==> config.mk <==
export PLATFORM = sky130hd
export DESIGN_NAME = key_cfg_ctrl
export DESIGN_NICKNAME = d
export VERILOG_FILES = /design/src/rtl/key_cfg_pkg.sv /design/src/rtl/key_pend_arb.sv /design/src/rtl/key_cfg_ctrl.sv
export SDC_FILE = /design/constraint.sdc
export NUM_CORES = 1
export LEC_CHECK = 0
export CAP_MARGIN = 5
export CELL_PAD_IN_SITES_DETAIL_PLACEMENT = 1
export CELL_PAD_IN_SITES_GLOBAL_PLACEMENT = 1
export CORE_UTILIZATION = 41
export DETAILED_ROUTE_END_ITERATION = 6
export MAX_ROUTING_LAYER = met4
export PLACE_DENSITY = 0.87
export SLEW_MARGIN = 20
export SYNTH_ARGS = -nofsm -noshare
export SYNTH_HDL_FRONTEND = slang
export SYNTH_HIERARCHICAL = 1
export SYNTH_SLANG_ARGS = --single-unit
==> constraint.sdc <==
create_clock -name i_clk -period 2.5 [get_ports i_clk]
set_input_delay 0.5 -clock i_clk [delete_from_list [all_inputs] [get_ports i_clk]]
set_output_delay 0.5 -clock i_clk [all_outputs]
set_load 0.02 [all_outputs]
==> src/rtl/key_cfg_pkg.sv <==
// key_cfg_pkg: key indices and FSM state encoding shared by key_cfg_ctrl, key_pend_arb and the bench.
package key_cfg_pkg;
    localparam int KEY_UP    = 0;
    localparam int KEY_DOWN  = 1;
    localparam int KEY_NEXT  = 2;
    localparam int KEY_APPLY = 3;
    typedef enum logic [1:0] {
        ST_INIT = 2'd0,
        ST_IDLE = 2'd1,
        ST_REQ  = 2'd2
    } state_t;
endpackage

==> src/rtl/key_pend_arb.sv <==
// key_pend_arb: latches key pulses until serviced and picks one per cycle (APPLY > NEXT > UP/DOWN).
//  i_clk, i_rst_n : clock, async active-low reset
//  i_key_pulse    : 1-cycle key pulses, indexed by the KEY_* constants
//  i_en           : servicing allowed this cycle (controller idle)
//  o_grant        : one-hot serviced key, zero when nothing is serviced
//  o_cancel       : UP and DOWN were pending together and are both dropped
module key_pend_arb
    import key_cfg_pkg::*;
(
    input  logic       i_clk,
    input  logic       i_rst_n,
    input  logic [3:0] i_key_pulse,
    input  logic       i_en,
    output logic [3:0] o_grant,
    output logic       o_cancel
);
    logic [3:0] r_pend;
    logic [3:0] w_clr;

    always_comb begin
        o_grant  = '0;
        o_cancel = 1'b0;
        if (i_en) begin
            if (r_pend[KEY_APPLY])
                o_grant[KEY_APPLY] = 1'b1;
            else if (r_pend[KEY_NEXT])
                o_grant[KEY_NEXT] = 1'b1;
            else if (r_pend[KEY_UP] && r_pend[KEY_DOWN])
                o_cancel = 1'b1;
            else if (r_pend[KEY_UP])
                o_grant[KEY_UP] = 1'b1;
            else if (r_pend[KEY_DOWN])
                o_grant[KEY_DOWN] = 1'b1;
        end
        w_clr = o_grant;
        w_clr[KEY_UP]   = o_grant[KEY_UP] | o_cancel;
        w_clr[KEY_DOWN] = o_grant[KEY_DOWN] | o_cancel;
    end

    // A pulse landing in the same cycle its bit is cleared re-sets it.
    always_ff @(posedge i_clk or negedge i_rst_n) begin
        if (!i_rst_n)
            r_pend <= '0;
        else
            r_pend <= (r_pend & ~w_clr) | i_key_pulse;
    end
endmodule

==> src/rtl/key_cfg_ctrl.sv <==
// key_cfg_ctrl: turns key pulses into field edits and pushes them to the datapath over valid/ready with timeout.
//  i_clk, i_rst_n : clock, async active-low reset
//  i_key_pulse    : [0]=UP [1]=DOWN [2]=NEXT [3]=APPLY, 1-cycle pulses
//  i_cfg_ready    : datapath accepts o_cfg_data
//  o_cfg_valid    : transfer request; o_cfg_data frozen while high
//  o_cfg_data     : field i at [i*FIELD_W +: FIELD_W]
//  o_field_sel    : field being edited
//  o_busy         : high in INIT or REQ
//  o_cfg_err      : sticky, last transfer timed out
//  Macro KEY_CFG_CTRL_WRAP_EN: fields wrap at their bounds instead of saturating.
module key_cfg_ctrl
    import key_cfg_pkg::*;
#(
    parameter int NUM_FIELDS  = 4,
    parameter int FIELD_W     = 4,
    parameter int TIMEOUT_CYC = 1024
) (
    input  logic                          i_clk,
    input  logic                          i_rst_n,
    input  logic [3:0]                    i_key_pulse,
    input  logic                          i_cfg_ready,
    output logic                          o_cfg_valid,
    output logic [NUM_FIELDS*FIELD_W-1:0] o_cfg_data,
    output logic [$clog2(NUM_FIELDS)-1:0] o_field_sel,
    output logic                          o_busy,
    output logic                          o_cfg_err
);
    localparam int SEL_W  = $clog2(NUM_FIELDS);
    localparam int TMR_W  = $clog2(TIMEOUT_CYC + 1);
    localparam int DATA_W = NUM_FIELDS * FIELD_W;
    localparam logic [FIELD_W-1:0] FLD_MAX = '1;

    state_t             r_state, w_state_nxt;
    logic               r_valid, w_valid_nxt;
    logic [DATA_W-1:0]  r_data, w_data_nxt;
    logic [DATA_W-1:0]  r_shadow, w_shadow_nxt;
    logic [SEL_W-1:0]   r_sel, w_sel_nxt, w_sel_inc;
    logic               r_err, w_err_nxt;
    logic [TMR_W-1:0]   r_timer, w_timer_nxt;
    logic [FIELD_W-1:0] w_fld, w_fld_up, w_fld_dn;
    logic [3:0]         w_grant;
    logic               w_cancel;

    key_pend_arb u_arb (
        .i_clk       (i_clk),
        .i_rst_n     (i_rst_n),
        .i_key_pulse (i_key_pulse),
        .i_en        (r_state == ST_IDLE),
        .o_grant     (w_grant),
        .o_cancel    (w_cancel)
    );

    assign w_fld     = r_shadow[int'(r_sel)*FIELD_W +: FIELD_W];
    assign w_sel_inc = (r_sel == SEL_W'(NUM_FIELDS - 1)) ? '0 : r_sel + SEL_W'(1);
`ifdef KEY_CFG_CTRL_WRAP_EN
    assign w_fld_up  = w_fld + FIELD_W'(1);
    assign w_fld_dn  = w_fld - FIELD_W'(1);
`else
    assign w_fld_up  = (w_fld == FLD_MAX) ? w_fld : w_fld + FIELD_W'(1);
    assign w_fld_dn  = (w_fld == '0) ? w_fld : w_fld - FIELD_W'(1);
`endif

    always_comb begin
        w_state_nxt  = r_state;
        w_valid_nxt  = r_valid;
        w_data_nxt   = r_data;
        w_shadow_nxt = r_shadow;
        w_sel_nxt    = r_sel;
        w_err_nxt    = r_err;
        w_timer_nxt  = r_timer;
        case (r_state)
            ST_INIT: begin
                w_data_nxt  = r_shadow;
                w_valid_nxt = 1'b1;
                w_timer_nxt = '0;
                w_state_nxt = ST_REQ;
            end
            ST_IDLE: begin
                if (w_grant[KEY_APPLY]) begin
                    w_data_nxt  = r_shadow;
                    w_valid_nxt = 1'b1;
                    w_timer_nxt = '0;
                    w_state_nxt = ST_REQ;
                end else if (w_grant[KEY_NEXT])
                    w_sel_nxt = w_sel_inc;
                else if (!w_cancel && w_grant[KEY_UP])
                    w_shadow_nxt[int'(r_sel)*FIELD_W +: FIELD_W] = w_fld_up;
                else if (!w_cancel && w_grant[KEY_DOWN])
                    w_shadow_nxt[int'(r_sel)*FIELD_W +: FIELD_W] = w_fld_dn;
            end
            ST_REQ: begin
                // A ready arriving on the timeout cycle still completes the transfer.
                if (i_cfg_ready) begin
                    w_valid_nxt = 1'b0;
                    w_err_nxt   = 1'b0;
                    w_timer_nxt = '0;
                    w_state_nxt = ST_IDLE;
                end else if (r_timer == TMR_W'(TIMEOUT_CYC - 1)) begin
                    w_valid_nxt = 1'b0;
                    w_err_nxt   = 1'b1;
                    w_timer_nxt = '0;
                    w_state_nxt = ST_IDLE;
                end else
                    w_timer_nxt = r_timer + TMR_W'(1);
            end
            default: w_state_nxt = ST_INIT;
        endcase
    end

    always_ff @(posedge i_clk or negedge i_rst_n) begin
        if (!i_rst_n) begin
            r_state  <= ST_INIT;
            r_valid  <= 1'b0;
            r_data   <= '0;
            r_shadow <= '0;
            r_sel    <= '0;
            r_err    <= 1'b0;
            r_timer  <= '0;
        end else begin
            r_state  <= w_state_nxt;
            r_valid  <= w_valid_nxt;
            r_data   <= w_data_nxt;
            r_shadow <= w_shadow_nxt;
            r_sel    <= w_sel_nxt;
            r_err    <= w_err_nxt;
            r_timer  <= w_timer_nxt;
        end
    end

    assign o_cfg_valid = r_valid;
    assign o_cfg_data  = r_data;
    assign o_field_sel = r_sel;
    assign o_busy      = (r_state != ST_IDLE);
    assign o_cfg_err   = r_err;
endmodule
==> impl_metrics.json <==
{
  "status": "finished, violations left",
  "violations": "negative setup slack",
  "antenna_found_initial": 0,
  "critical_path_buf_inv_count": 2,
  "placed_cell_area_um2": 3160,
  "reg2reg_to": "r_shadow[13]",
  "layout.nets": 293,
  "n_antenna_cell": 0,
  "critPathTopFamily": "simple AND/OR/NAND/NOR gates",
  "synth_area_leaders": "dfrtp_1, mux2_2, a22o_1",
  "initial_core_util": 0.435,
  "htreeDepth": 2,
  "pwr-share-seq": 0.466,
  "ff_latch_area_um2": 1330,
  "cts_max_path_buffers": 2,
  "via_per_inst": 5.81,
  "ios": 28,
  "path_clk_slew_ns": 0.09,
  "root_buffer": "clkbuf_8",
  "cts_tree": "built",
  "crit_type": "flip-flop to flip-flop",
  "worstPathRequired_ns": 2.74,
  "intPower_mw": 1.37,
  "synth.ff_latch_count": 53,
  "drc_errors": 0,
  "grt_overflow": 0,
  "r2r_cells": 9,
  "avgRoutedWirePerCell_um": 20.2,
  "numClockSinks": 53,
  "coreArea_um2": 6030,
  "clock_latency_ns": 0.30,
  "total_power_mw": 2.04,
  "p_switching_mw": 0.669,
  "grt_pass1_vias": 2150,
  "die_w_um": 81.9,
  "p_comb_frac": 0.301,
  "power.leakage_nw": 1.54,
  "rows": 28,
  "setup_viol": 4,
  "first_pass_iters": 4,
  "final_area_um2": 3360,
  "powerDensity_nw_per_um2": 607,
  "rsz0062_at_grt": "yes",
  "grt_pass1_wl_mm": 11.3,
  "syn_inst": 220,
  "synth_top_cell_by_area": "dfrtp_1",
  "fill_cells": 644,
  "tns_ns": -0.0321,
  "reg2reg_from": "r_state[0]",
  "peakVddDrop_v": 0.000399,
  "syn-num-nets": 234,
  "tightest_slew_ns": 0.686,
  "power.share.clock": 0.233,
  "dp_hpwl_mm": 5.01,
  "synth_top_area_frac": 0.506,
  "timing.final.crit_share": 1.01,
  "end_kind": "flip-flop",
  "netlist_area_um2": 2620,
  "holdBufCountCts": 0,
  "finalCriticalPeriod_ns": 2.51,
  "maxSlewViolCount": 0,
  "port_buffers": 27,
  "fmax_ghz": 0.398,
  "fin_ws_ns": -0.0140,
  "relSlewSlack": 0.543,
  "cp_max_fo": 4,
  "crit_arrival_ns": 2.76,
  "grt_usage": 0.235,
  "via_count": 2062,
  "synth_common_cells": "dfrtp_1, a22o_1, nor2_1, mux2_2, nand2_1",
  "synth_most_common_cell": "dfrtp_1",
  "dieArea_um2": 6710,
  "multiInputGateArea_um2": 1340,
  "postSynthAreaPerCell_um2": 11.9,
  "antenna_left": 0,
  "die_y_um": 81.9,
  "cp_slowest_cell": "or3b_4",
  "ff2ff_setup_slack_ns": -0.01,
  "yosysWarnings": 6,
  "slowest_delay_ns": 0.42,
  "drt_iter0_drc": 165,
  "finalHoldViolations": 0,
  "critPathMostFrequentCell": "nor4_4",
  "finalClockSkew_ns": 0.00638,
  "switching_share": 0.328,
  "numCtsBuffers": 5,
  "start_kind": "flip-flop",
  "routabilityCongestion": 0.812,
  "synthToLayoutAreaGrowth_pct": 28.2,
  "drv_cap": 0,
  "synth_edf_count": 0,
  "drt_wl_total_mm": 7.16,
  "path_cells": "nor2b_4, buf_6, and2_4, or3b_4, nor4_4, buf_4, nand2_4, nor4_4, a22o_1",
  "drive_gt1_frac": 0.282,
  "synthArstFlopShare": 1.00,
  "synth_cell_type_count": 49,
  "grt_max_degree": 54,
  "synth-seq-area-share": 0.506,
  "dominantRegCellSynth": "dfrtp_1",
  "hold_class": "input port to async pin"
}
-- cells by family (layout without fill, tap and decap cells) --
family	after synthesis	count (layout)	share of synthesized area
simple gates	67	67	0.157
compound gates	53	53	0.149
flops	53	53	0.506
mux	22	22	0.116
buf+inv	13	73	0.0220
fa+ha+maj	7	7	0.0334
xor+xnor	5	5	0.0167
-- layout by cell type (no fill, tap or decap), types with 5 or more instances in the layout --
cell	instances
dfrtp_1	52
buf_4	27
clkdlybuf4s50_1	26
nor2_1	17
a22o_1	17
mux2_2	16
o21ai_0	14
nand2_1	13
inv_1	10
ha_1	7
mux4_2	5
a21oi_1	5
clkbuf_8	5
-- how the worst max path moves through the flow --
stage / to / slack (ns) / startpoint / depth (start not counted)
floorplan: r_shadow[11] / 0.04 / r_state[1] / 8
global placement: r_shadow[7] / 0.14 / r_state[1] / 9
detailed placement: r_shadow[7] / -0.10 / r_state[1] / 8
CTS: r_shadow[7] / 0.02 / r_state[1] / 8
global route: r_shadow[13] / -0.09 / r_state[0] / 9
finish: r_shadow[13] / -0.01 / r_state[0] / 9
-- per-stage QoR --
stage / cells / hold WS [ns] / setup WS (ns) / util
global route: 355 / 0.365 / -0.0936 / 0.557
floorplan: 220 / 0.204 / 0.0410 / -
CTS: 353 / 0.338 / 0.0169 / 0.542
detailed placement: 345 / 0.478 / -0.100 / 0.525
finish: 355 / 0.312 / -0.0140 / 0.557
global placement: 345 / 0.471 / 0.139 / 0.525
-- worst register-to-register path, delay by kind of cell (launching register included) --
family	cells	cell delay, ns
flops	1	0.40
buf+inv	2	0.32
simple gates	6	1.53
compound gates	1	0.19
-- sequential cells by signal, indices dropped and copies added, names as in the netlist --
| name | count |
|---|---|
| o_cfg_valid | 1 |
| o_field_sel | 2 |
| o_cfg_err | 1 |
| u_arb/r_pend | 4 |
| r_shadow | 16 |
| o_cfg_data | 16 |
| r_timer | 11 |
| r_state | 2 |
-- metal layers --
metal,GRT usage,wire length [µm],part of all wire,vias to the layer above
met5,-,0,0,-
met4,0.0947,183,0.026,0
met3,0.0422,219,0.031,16
met2,0.358,3550,0.50,54
met1,0.311,3200,0.45,1054
li1,-,-,-,938
-- power by group through the flow --
stage | Clock (mW) | Sequential [mW] | Combinational [mW]
global route | 0.521 | 0.956 | 0.660
finish | 0.476 | 0.950 | 0.613
floorplan | 0 | 0.974 | 0.310
global placement | 0 | 0.956 | 0.521
CTS | 0.483 | 0.944 | 0.561
detailed placement | 0 | 0.961 | 0.551
-- area by class of cell --
| cell class | instances | area share |
|---|---|---|
| Inverter | 10 | 0.0112 |
| Multi-Input combinational cell | 154 | 0.398 |
| Sequential cell | 53 | 0.395 |
| Tap cell | 75 | 0.0279 |
| Timing Repair Buffer | 55 | 0.143 |
| Clock buffer | 7 | 0.0227 |
| Clock inverter | 1 | 0.00224 |
-- timing repair --
action                                  CTS  global route
endpoints found under the setup margin    8            16
resized for setup                         3            18
pin swaps                                 1            11
buffers inserted                          0             2
Power figures use the tool's default switching activity.
